<file path="src/rtl/kernel_ram_read_ctrl.sv">
// Kernel-RAM read address controller: streams slice addresses from NUM_BANKS banks,
// replaying each slice per pass. Define KER_RD_LOOKAHEAD_EN for the bank prefetch warning.
module kernel_ram_read_ctrl #(
    parameter int ADDR_W    = 7,
    parameter int NUM_BANKS = 2,
    parameter int BANK_SIZE = 64,
    parameter int LIMIT_W   = 7,
    parameter int DEPTH_W   = 6,
    parameter int DIM_W     = 7,
    parameter int LOOKAHEAD = 4
) (
    input  logic                 clk_i,
    input  logic                 rst_i,
    input  logic                 start_i,
    input  logic [LIMIT_W-1:0]   ker_addr_limit_i,
    input  logic [DEPTH_W-1:0]   ker_depth_i,
    input  logic [DIM_W-1:0]     layer_dimension_i,
    input  logic [NUM_BANKS-1:0] bank_ready_i,
    output logic [NUM_BANKS-1:0] bank_done_o,
    input  logic                 ker_req_i,
    output logic                 ker_ready_o,
    output logic [ADDR_W-1:0]    ram_rd_addr_o,
    output logic                 ram_rd_valid_o,
    output logic                 fire_end_o,
    output logic                 busy_o,
    output logic                 bank_warn_o
);

    localparam int BIDX_W = (NUM_BANKS > 1) ? $clog2(NUM_BANKS) : 1;

    if ((NUM_BANKS < 1) || (NUM_BANKS * BANK_SIZE > (1 << ADDR_W))) begin : g_bad_cfg
        $error("kernel_ram_read_ctrl: bank layout does not fit the address space");
    end

    typedef enum logic [1:0] {
        ST_IDLE      = 2'd0,
        ST_WAIT_BANK = 2'd1,
        ST_READ      = 2'd2
    } state_t;

    state_t               state_r, state_s;
    logic [LIMIT_W-1:0]   addr_off_r, addr_off_s;
    logic [DIM_W-1:0]     pass_cnt_r, pass_cnt_s;
    logic [DEPTH_W-1:0]   slice_cnt_r, slice_cnt_s;
    logic [BIDX_W-1:0]    bank_idx_r, bank_idx_s, bank_next_s;
    logic [LIMIT_W-1:0]   lim_r, lim_s, lim_in_s;
    logic [DEPTH_W-1:0]   depth_r, depth_s;
    logic [DIM_W-1:0]     dim_r, dim_s;
    logic [NUM_BANKS-1:0] bank_done_r, bank_done_s;
    logic                 fire_end_r, fire_end_s;
    logic                 ker_ready_r, ram_rd_valid_r, busy_r;
    logic [ADDR_W-1:0]    ram_rd_addr_r, addr_s;
    logic                 hs_s;

    assign hs_s        = ker_req_i & ker_ready_r;
    assign bank_next_s = (bank_idx_r == BIDX_W'(NUM_BANKS - 1)) ? '0 : bank_idx_r + BIDX_W'(1);
    // A slice can never be longer than its bank
    assign lim_in_s    = (32'(ker_addr_limit_i) > 32'(BANK_SIZE - 1)) ? LIMIT_W'(BANK_SIZE - 1)
                                                                      : ker_addr_limit_i;
    assign addr_s      = ADDR_W'(bank_idx_s) * ADDR_W'(BANK_SIZE) + ADDR_W'(addr_off_s);

    // Next-state and counter update; start_i overrides everything, including a same-cycle handshake
    always_comb begin
        state_s     = state_r;
        addr_off_s  = addr_off_r;
        pass_cnt_s  = pass_cnt_r;
        slice_cnt_s = slice_cnt_r;
        bank_idx_s  = bank_idx_r;
        lim_s       = lim_r;
        depth_s     = depth_r;
        dim_s       = dim_r;
        bank_done_s = '0;
        fire_end_s  = 1'b0;
        if (start_i) begin
            state_s     = ST_WAIT_BANK;
            addr_off_s  = '0;
            pass_cnt_s  = '0;
            slice_cnt_s = '0;
            bank_idx_s  = '0;
            lim_s       = lim_in_s;
            depth_s     = ker_depth_i;
            dim_s       = layer_dimension_i;
        end else begin
            case (state_r)
                ST_IDLE: begin
                    state_s = ST_IDLE;
                end
                ST_WAIT_BANK: begin
                    if (bank_ready_i[bank_idx_r]) begin
                        state_s = ST_READ;
                    end else begin
                        state_s = ST_WAIT_BANK;
                    end
                end
                ST_READ: begin
                    if (!hs_s) begin
                        state_s = ST_READ;
                    end else if (addr_off_r < lim_r) begin
                        addr_off_s = addr_off_r + LIMIT_W'(1);
                    end else if (pass_cnt_r < dim_r) begin
                        addr_off_s = '0;
                        pass_cnt_s = pass_cnt_r + DIM_W'(1);
                    end else begin
                        addr_off_s              = '0;
                        pass_cnt_s              = '0;
                        bank_done_s[bank_idx_r] = 1'b1;
                        if (slice_cnt_r < depth_r) begin
                            slice_cnt_s = slice_cnt_r + DEPTH_W'(1);
                            bank_idx_s  = bank_next_s;
                            state_s     = ST_WAIT_BANK;
                        end else begin
                            fire_end_s = 1'b1;
                            state_s    = ST_IDLE;
                        end
                    end
                end
                default: begin
                    state_s = ST_IDLE;
                end
            endcase
        end
    end

    // State, counters and registered outputs
    always_ff @(posedge clk_i) begin
        if (rst_i) begin
            state_r        <= ST_IDLE;
            addr_off_r     <= '0;
            pass_cnt_r     <= '0;
            slice_cnt_r    <= '0;
            bank_idx_r     <= '0;
            lim_r          <= '0;
            depth_r        <= '0;
            dim_r          <= '0;
            bank_done_r    <= '0;
            fire_end_r     <= 1'b0;
            ker_ready_r    <= 1'b0;
            ram_rd_addr_r  <= '0;
            ram_rd_valid_r <= 1'b0;
            busy_r         <= 1'b0;
        end else begin
            state_r        <= state_s;
            addr_off_r     <= addr_off_s;
            pass_cnt_r     <= pass_cnt_s;
            slice_cnt_r    <= slice_cnt_s;
            bank_idx_r     <= bank_idx_s;
            lim_r          <= lim_s;
            depth_r        <= depth_s;
            dim_r          <= dim_s;
            bank_done_r    <= bank_done_s;
            fire_end_r     <= fire_end_s;
            ker_ready_r    <= (state_s == ST_READ);
            ram_rd_addr_r  <= addr_s;
            ram_rd_valid_r <= hs_s;
            busy_r         <= (state_s != ST_IDLE);
        end
    end

    assign bank_done_o    = bank_done_r;
    assign fire_end_o     = fire_end_r;
    assign ker_ready_o    = ker_ready_r;
    assign ram_rd_addr_o  = ram_rd_addr_r;
    assign ram_rd_valid_o = ram_rd_valid_r;
    assign busy_o         = busy_r;

`ifdef KER_RD_LOOKAHEAD_EN
    logic [LIMIT_W-1:0] warn_off_s;
    logic               bank_warn_s, bank_warn_r;

    // Offset within the final pass at which the loader is told to prefetch the next bank
    always_comb begin
        if (lim_r >= LIMIT_W'(LOOKAHEAD)) begin
            warn_off_s = lim_r - LIMIT_W'(LOOKAHEAD);
        end else begin
            warn_off_s = '0;
        end
        if ((state_r == ST_READ) && hs_s && !start_i && (pass_cnt_r == dim_r) &&
            (slice_cnt_r < depth_r) && (addr_off_r == warn_off_s)) begin
            bank_warn_s = 1'b1;
        end else begin
            bank_warn_s = 1'b0;
        end
    end

    // Registered warning pulse
    always_ff @(posedge clk_i) begin
        if (rst_i) begin
            bank_warn_r <= 1'b0;
        end else begin
            bank_warn_r <= bank_warn_s;
        end
    end

    assign bank_warn_o = bank_warn_r;
`else
    assign bank_warn_o = 1'b0;
`endif

endmodule

</file>
<file path="config.mk">
export PLATFORM = sky130hd
export DESIGN_NAME = kernel_ram_read_ctrl
export DESIGN_NICKNAME = d
export VERILOG_FILES = /design/src/rtl/kernel_ram_read_ctrl.sv
export SDC_FILE = /design/constraint.sdc
export NUM_CORES = 1
export LEC_CHECK = 0
export BUFFER_PORTS_ARGS = -buffer_cell sky130_fd_sc_hd__buf_2
export CAP_MARGIN = 30
export CORE_ASPECT_RATIO = 0.9
export CORE_UTILIZATION = 30
export CTS_BUF_LIST = sky130_fd_sc_hd__clkbuf_4 sky130_fd_sc_hd__clkbuf_8
export CTS_CLUSTER_DIAMETER = 50
export DETAILED_ROUTE_END_ITERATION = 16
export PLACE_DENSITY = 0.47
export SETUP_SLACK_MARGIN = 0.1
export SYNTH_ARGS = -nofsm -noshare
export SYNTH_HDL_FRONTEND = slang
export SYNTH_SLANG_ARGS = --single-unit
</file>
<file path="constraint.sdc">
create_clock -name clk_i -period 1.75 [get_ports clk_i]
set_input_delay 0.0875 -clock clk_i [delete_from_list [all_inputs] [get_ports clk_i]]
set_output_delay 0.0875 -clock clk_i [all_outputs]
set_load 0.02 [all_outputs]
</file>
After elaboration in Yosys (flattened, before gate mapping)
Cells that the tools add are included.
{"block": "op_classes", "addsub": 5, "magnitude_cmp": 6, "eq_ne": 3, "muxes": 25, "bitwise_logic": 5, "reduce_logical": 6}
{"operator": "7-bit 2-to-1 mux", "n": 6}
{"operator": "7-bit by 1-bit adder with 7-bit output, second input constant", "n": 2}
{"operator": "7-bit less-than comparator", "n": 2}
{"operator": "1-bit 2-to-1 mux", "n": 12}
{"operator": "2-bit 2-to-1 mux", "n": 5}
{"operator": "7-bit adder", "n": 1}
{"operator": "7-bit by 6-bit > comparator with 1-bit output, second input constant", "n": 1}
{"operator": "6-bit by 1-bit adder with 6-bit output, second input constant", "n": 1}
{"operator": "6-bit less-than comparator", "n": 1}
{"operator": "6-bit OR reduction", "n": 1}
{"operator": "5-bit AND reduction", "n": 1}
{"operator": "2-bit equality test, second input constant", "n": 2}
{"operator": "1-bit NOT", "n": 4}
{"operator": "2-bit one-hot mux with 2 select lines", "n": 1}
{"operator": "3-bit AND reduction", "n": 1}
{"operator": "2-bit by 1-bit equality test with 1-bit output, second input constant", "n": 1}
{"operator": "1-bit by 2-bit less-than comparator with 1-bit output, second input constant", "n": 1}
{"operator": "2-bit nonzero test", "n": 1}
{"operator": "2-bit OR reduction", "n": 1}
{"operator": "1-bit adder, second input constant", "n": 1}
{"operator": "1-bit bitwise AND", "n": 1}
{"operator": "1-bit demux with 1-bit select", "n": 1}
{"operator": "1-bit greater-or-equal comparator, second input constant", "n": 1}
{"operator": "1-bit logical AND", "n": 1}
{"block": "totals", "regBits": 56, "input_bits": 26, "output_inout_bits": 14, "word_cells": 64}

Longest topological paths before layout
{"block": "depth", "ltp_word": 9, "depth_mapped": 9, "ltp_nobuf": 8}

Worst setup path before layout
OpenSTA, ideal clock, no wires.
{"block": "synth_timing", "path_kind": "reg2reg", "start": "register addr_off_r[2]", "end": "register ram_rd_addr_r[6] (netlist: ram_rd_addr_o[6])", "setup_time_ns": 0.072, "arrival_time_ns": 1.877, "required_ns": 1.678, "setup_slack_ns": -0.199, "stages_incl_launch_ff": 9, "n_path_buf": 1, "period_less_slack_ns": 1.949, "path_cell_list": "dfxtp_1 -> ha_1 -> a21o_2 -> a31oi_1 -> o21ai_4 -> and2_2 -> clkbuf_1 -> o22ai_1 -> mux2i_1"}
{"block": "synth_via", "elab_chain_cells": 6, "elab_cells_between_ends": 11, "cone_classes": "add/sub (2); order compare (1); mux (8)"}
{"item": "start, declared", "line": "42", "text": "logic [LIMIT_W-1:0] addr_off_r, addr_off_s;"}
{"item": "start signal, assigned", "line": "143", "text": "addr_off_r <= addr_off_s;"}
{"item": "7-bit by 1-bit adder with 7-bit output / 7-bit less-than comparator (equally long branches)", "line": "99, 98"}
{"item": "7-bit 2-to-1 mux / 1-bit 2-to-1 mux (equally long branches)", "line": "98", "text": "end else if (addr_off_r < lim_r) begin"}
{"item": "7-bit 2-to-1 mux / 1-bit 2-to-1 mux (equally long branches)", "line": "96", "text": "if (!hs_s) begin"}
{"item": "7-bit 2-to-1 mux / 1-bit 2-to-1 mux (equally long branches)", "line": "84", "text": "case (state_r)"}
{"item": "7-bit 2-to-1 mux / 1-bit 2-to-1 mux (equally long branches)", "line": "74", "text": "if (start_i) begin"}
{"item": "7-bit adder (*)", "line": "60", "text": "assign addr_s = ADDR_W'(bank_idx_s) * ADDR_W'(BANK_SIZE) + ADDR_W'(addr_off_s);"}
{"item": "end signal, assigned", "line": "153", "text": "ram_rd_addr_r <= addr_s;"}
{"item": "end, declared", "line": "52", "text": "logic [ADDR_W-1:0] ram_rd_addr_r, addr_s;"}
Every way passes the cells marked *; elsewhere a longest branch is shown, timed or not.
A chain may end at the register's enable or synchronous reset.

Final worst setup path
{"block": "layout_timing", "start": "register lim_r[1]", "end": "register busy_r (netlist: busy_o)"}
{"block": "layout_via", "elab_chain_cells": 6}
{"item": "start, declared", "line": "46", "text": "logic [LIMIT_W-1:0] lim_r, lim_s, lim_in_s;"}
{"item": "start signal, assigned", "line": "147", "text": "lim_r <= lim_s;"}
{"item": "7-bit less-than comparator", "line": "98"}
{"item": "2-bit 2-to-1 mux", "line": "98"}
{"item": "2-bit 2-to-1 mux", "line": "96"}
{"item": "2-bit one-hot mux with 2 select lines", "line": "84"}
{"item": "2-bit 2-to-1 mux", "line": "74"}
{"item": "2-bit nonzero test", "line": "155", "text": "busy_r <= (state_s != ST_IDLE);"}
{"item": "end signal, assigned", "line": "155"}
{"item": "end, declared", "line": "51", "text": "logic ker_ready_r, ram_rd_valid_r, busy_r;"}
Every way passes these cells.

==> results.sh <==
export IMPL_holdPathEnd="dim_r[4]$_SDFFE_PP0P_"
export IMPL_min_period_ns=1.97
export IMPL_overflow=0
export IMPL_ios=40
export IMPL_drt_total_wl_um=6070
export IMPL_max_freq_mhz=508
export IMPL_clk_latency_ns=0.30
export IMPL_cts_made_buffers=5
export IMPL_layout_common_cells="buf_4 (45), buf_2 (38), dfxtp_1 (35)"
export IMPL_crit_path_max_incr_delay_ns=0.40
export IMPL_drv_slew=0
export IMPL_cp_start_kind="flop"
export IMPL_hpwl_um=4330
export IMPL_grt_antenna_before_repair=0
export IMPL_fin_crit_sh=1.12
export IMPL_timing_critical_path_buf_inv=1
export IMPL_die_w_um=99.0
export IMPL_cp_end_kind="flop"
export IMPL_synth_net_count=327
export IMPL_reg2reg_from="lim_r[1]$_SDFFE_PP0P_"
export IMPL_dr_pass1_iters=4
export IMPL_dieArea_sq_um=8840
export IMPL_cap_violations=0
export IMPL_gr_max_usage_layer="met2"
export IMPL_synth_area_sq_um=2540
export IMPL_final_util=0.437
export IMPL_holdPathStages=3
export IMPL_track_usage=0.149
export IMPL_setup_ws_ns=-0.217
export IMPL_ir_worst_vdd_uv=320
export IMPL_cts_tree="yes"
export IMPL_drive_above_1_share=0.476
export IMPL_reg2reg_depth=7
export IMPL_run_status="finished, violations left"
export IMPL_setup_tns_ns=-2.60
export IMPL_worstPathRequired_ns=1.94
export IMPL_layout_commonest_cell="buf_4"
export IMPL_cts_buffer_depth=2
export IMPL_hold_viol_final=0
export IMPL_path_class="reg2reg"
export IMPL_p_leak_uw=0.00150
export IMPL_die_y_um=89.3
export IMPL_vias_per_cell=4.65
export IMPL_avgRoutedWirePerCell_um=13.3
export IMPL_yosys_warnings=0
export IMPL_placedCellCount=437
export IMPL_rows=31
export IMPL_place_congestion=0.751
export IMPL_grt_pass1_vias=2174
export IMPL_synth_flop_cell="dfxtp_1"
export IMPL_min_from="layer_dimension_i[4]"
export IMPL_synthDistinctLibCells=46
export IMPL_coreArea_sq_um=8150
export IMPL_netlist_instances=279
export IMPL_syn_to_final_growth_pct=40.0
export IMPL_grt_pass1_wl_um=10400
export IMPL_powerDensity_nw_per_um2=620
export IMPL_use_met2=0.250
export IMPL_fillCellCount=804
export IMPL_ys_async_sr_fraction=0
export IMPL_violations="setup timing"
export IMPL_grtUsageMet3=0.0313
export IMPL_grtUsageMet1=0.199
export IMPL_rsz0062_at_grt="yes"
export IMPL_cts_root_buf="clkbuf_8"
export IMPL_port_buffers=38
export IMPL_rrSetupSlack_ns=-0.22
export IMPL_crit_chain="inv_1, ha_1, a31oi_4, o21ai_4, and3_4, o22ai_4, o41a_1"
export IMPL_grt_max_degree=26
export IMPL_final_cells=456
export IMPL_skew_ns=0.00947
export IMPL_critPathTopFamily="compound AO/OA/AOI/OAI gates"
export IMPL_ys_seq_area_frac=0.394
export IMPL_r2r_end="busy_o$_SDFF_PP0_"
export IMPL_synth_edff_count=0
export IMPL_start_util=0.312
export IMPL_drt_iter0_markers=86
export IMPL_yosys_register_bits=50
export IMPL_cts_sinks=50
export IMPL_crit_path_top_delay_cell="o41a_1"
export IMPL_clk_pin_slew_ns=0.10
export IMPL_synth_avg_cell_area_sq_um=9.11
export IMPL_antennaDiodeCount=0
export IMPL_htree_levels=2
export IMPL_drtAntennaViolNets=0
export IMPL_arrival_ns=2.16
export IMPL_drc_errors=0
export IMPL_hp_class="in2reg"
export IMPL_worst_path_max_fanout=6
export IMPL_vias=2122
export IMPL_fin_nets=404
export IMPL_setup_viol=28
[final cells by class]
| class | count | area [sq um] | area share |
|---|---|---|---|
| Multi-Input combinational cell | 191 | 1690 | 0.474 |
| Sequential cell | 50 | 1020 | 0.287 |
| Timing Repair Buffer | 85 | 551 | 0.155 |
| Tap cell | 99 | 124 | 0.0348 |
| Inverter | 23 | 86.3 | 0.0243 |
| Clock buffer | 5 | 68.8 | 0.0193 |
| Clock inverter | 3 | 21.3 | 0.00598 |
[timing repair]
item / in CTS / in global routing
buffers inserted: 6 / 4
pin swaps: 23 / 13
hold buffers: 0 / 0
gates cloned: 1 / 0
resized for setup: 34 / 23
hold endpoints to repair: 0 / 0
endpoints found under the setup margin: 29 / 29
[worst max path at each step]
stage	start	end	slack (ns)	cells past startpoint
after floorplan	lim_r[5]$_SDFFE_PP0P_	slice_cnt_r[4]$_SDFFE_PP0P_	-0.02	7
after global routing	lim_r[2]$_SDFFE_PP0P_	slice_cnt_r[0]$_SDFFE_PP0P_	-0.30	8
after detailed placement	dim_r[4]$_SDFFE_PP0P_	ker_ready_o$_SDFF_PP0_	-0.25	8
after global placement	dim_r[4]$_SDFFE_PP0P_	ker_ready_o$_SDFF_PP0_	-0.23	8
after CTS	dim_r[5]$_SDFFE_PP0P_	slice_cnt_r[4]$_SDFFE_PP0P_	-0.15	7
final	lim_r[1]$_SDFFE_PP0P_	busy_o$_SDFF_PP0_	-0.22	7
[Yosys cell counts (2+ instances only)]
cell       n  area, sq um
a211oi_1   2         15.0
clkbuf_8   2         27.5
xnor2_1    3         26.3
and4_2     2         20.0
or3_1      2         12.5
and2_1     3         18.8
nor3_1     2         10.0
buf_4      7         52.6
and3_1     2         12.5
a21o_1     3         22.5
a31oi_1    2         12.5
nand3_1    7         35.0
o21ai_0    6         30.0
and4_1     2         17.5
xor2_1     9         78.8
clkbuf_1   7         26.3
a21oi_1   12         60.1
ha_1      22          275
inv_1     23         86.3
or2_2      3         18.8
mux2i_1   16          160
nor2_1    41          154
o22ai_1    7         43.8
nand2_1    8         30.0
and3_2     2         15.0
nand2b_1   5         31.3
or3_2      4         30.0
dfxtp_1   50         1000
o31a_1     2         17.5
nand4_1    7         43.8
[power by group]
part | internal (uW) | switching (uW)
combinational | 151 | 172
sequential | 1170 | 17.3
clock | 282 | 412
total | 1600 | 601
[worst min-delay path: stages]
cell,delay (ns)
buf_2,0.07
mux2i_1,0.05
nor2_1,0.07
[routing by layer]
layer  vias up  wire length (um)
li1       1111                 -
met1       976              3090
met2        33              2750
met3         2               189
met4         0                34
met5         -                 0
[per-stage QoR]
step	hold WS, ns	power (uW)	worst slack (ns)	instance area [sq um]
global placement	0.322	1460	-0.231	3130
floorplan	0.234	1370	-0.0246	2660
global route	0.00852	2330	-0.303	3560
detailed placement	0.332	1470	-0.254	3130
CTS	0.0130	2220	-0.154	3440
finish	0.0184	2210	-0.217	3560
[flip-flops by register name, summed over array words and instances, names as in the netlist]
signal	flops
slice_cnt_r	6
depth_r	6
ker_ready_o	1
dim_r	7
lim_r	7
bank_idx_r	1
ram_rd_valid_o	1
state_r	2
pass_cnt_r	7
addr_off_r	7
fire_end_o	1
bank_done_o	2
ram_rd_addr_o	1
busy_o	1
[cell families (layout without fill, tap and decap cells)]
group                      count (synthesis)  count (layout)  synth area share
adders and majority gates                 22              22             0.108
DFF                                       50              50             0.394
xor gates and xnor gates                  12              12            0.0414
and+or+nand+nor                           94              95             0.194
AOI/OAI and AO/OA                         44              44             0.118
buffers and inverters                     39             116            0.0758
other                                      1               1           0.00148
muxes                                     17              17            0.0675
No activity file was read; power rests on OpenSTA's default activity.
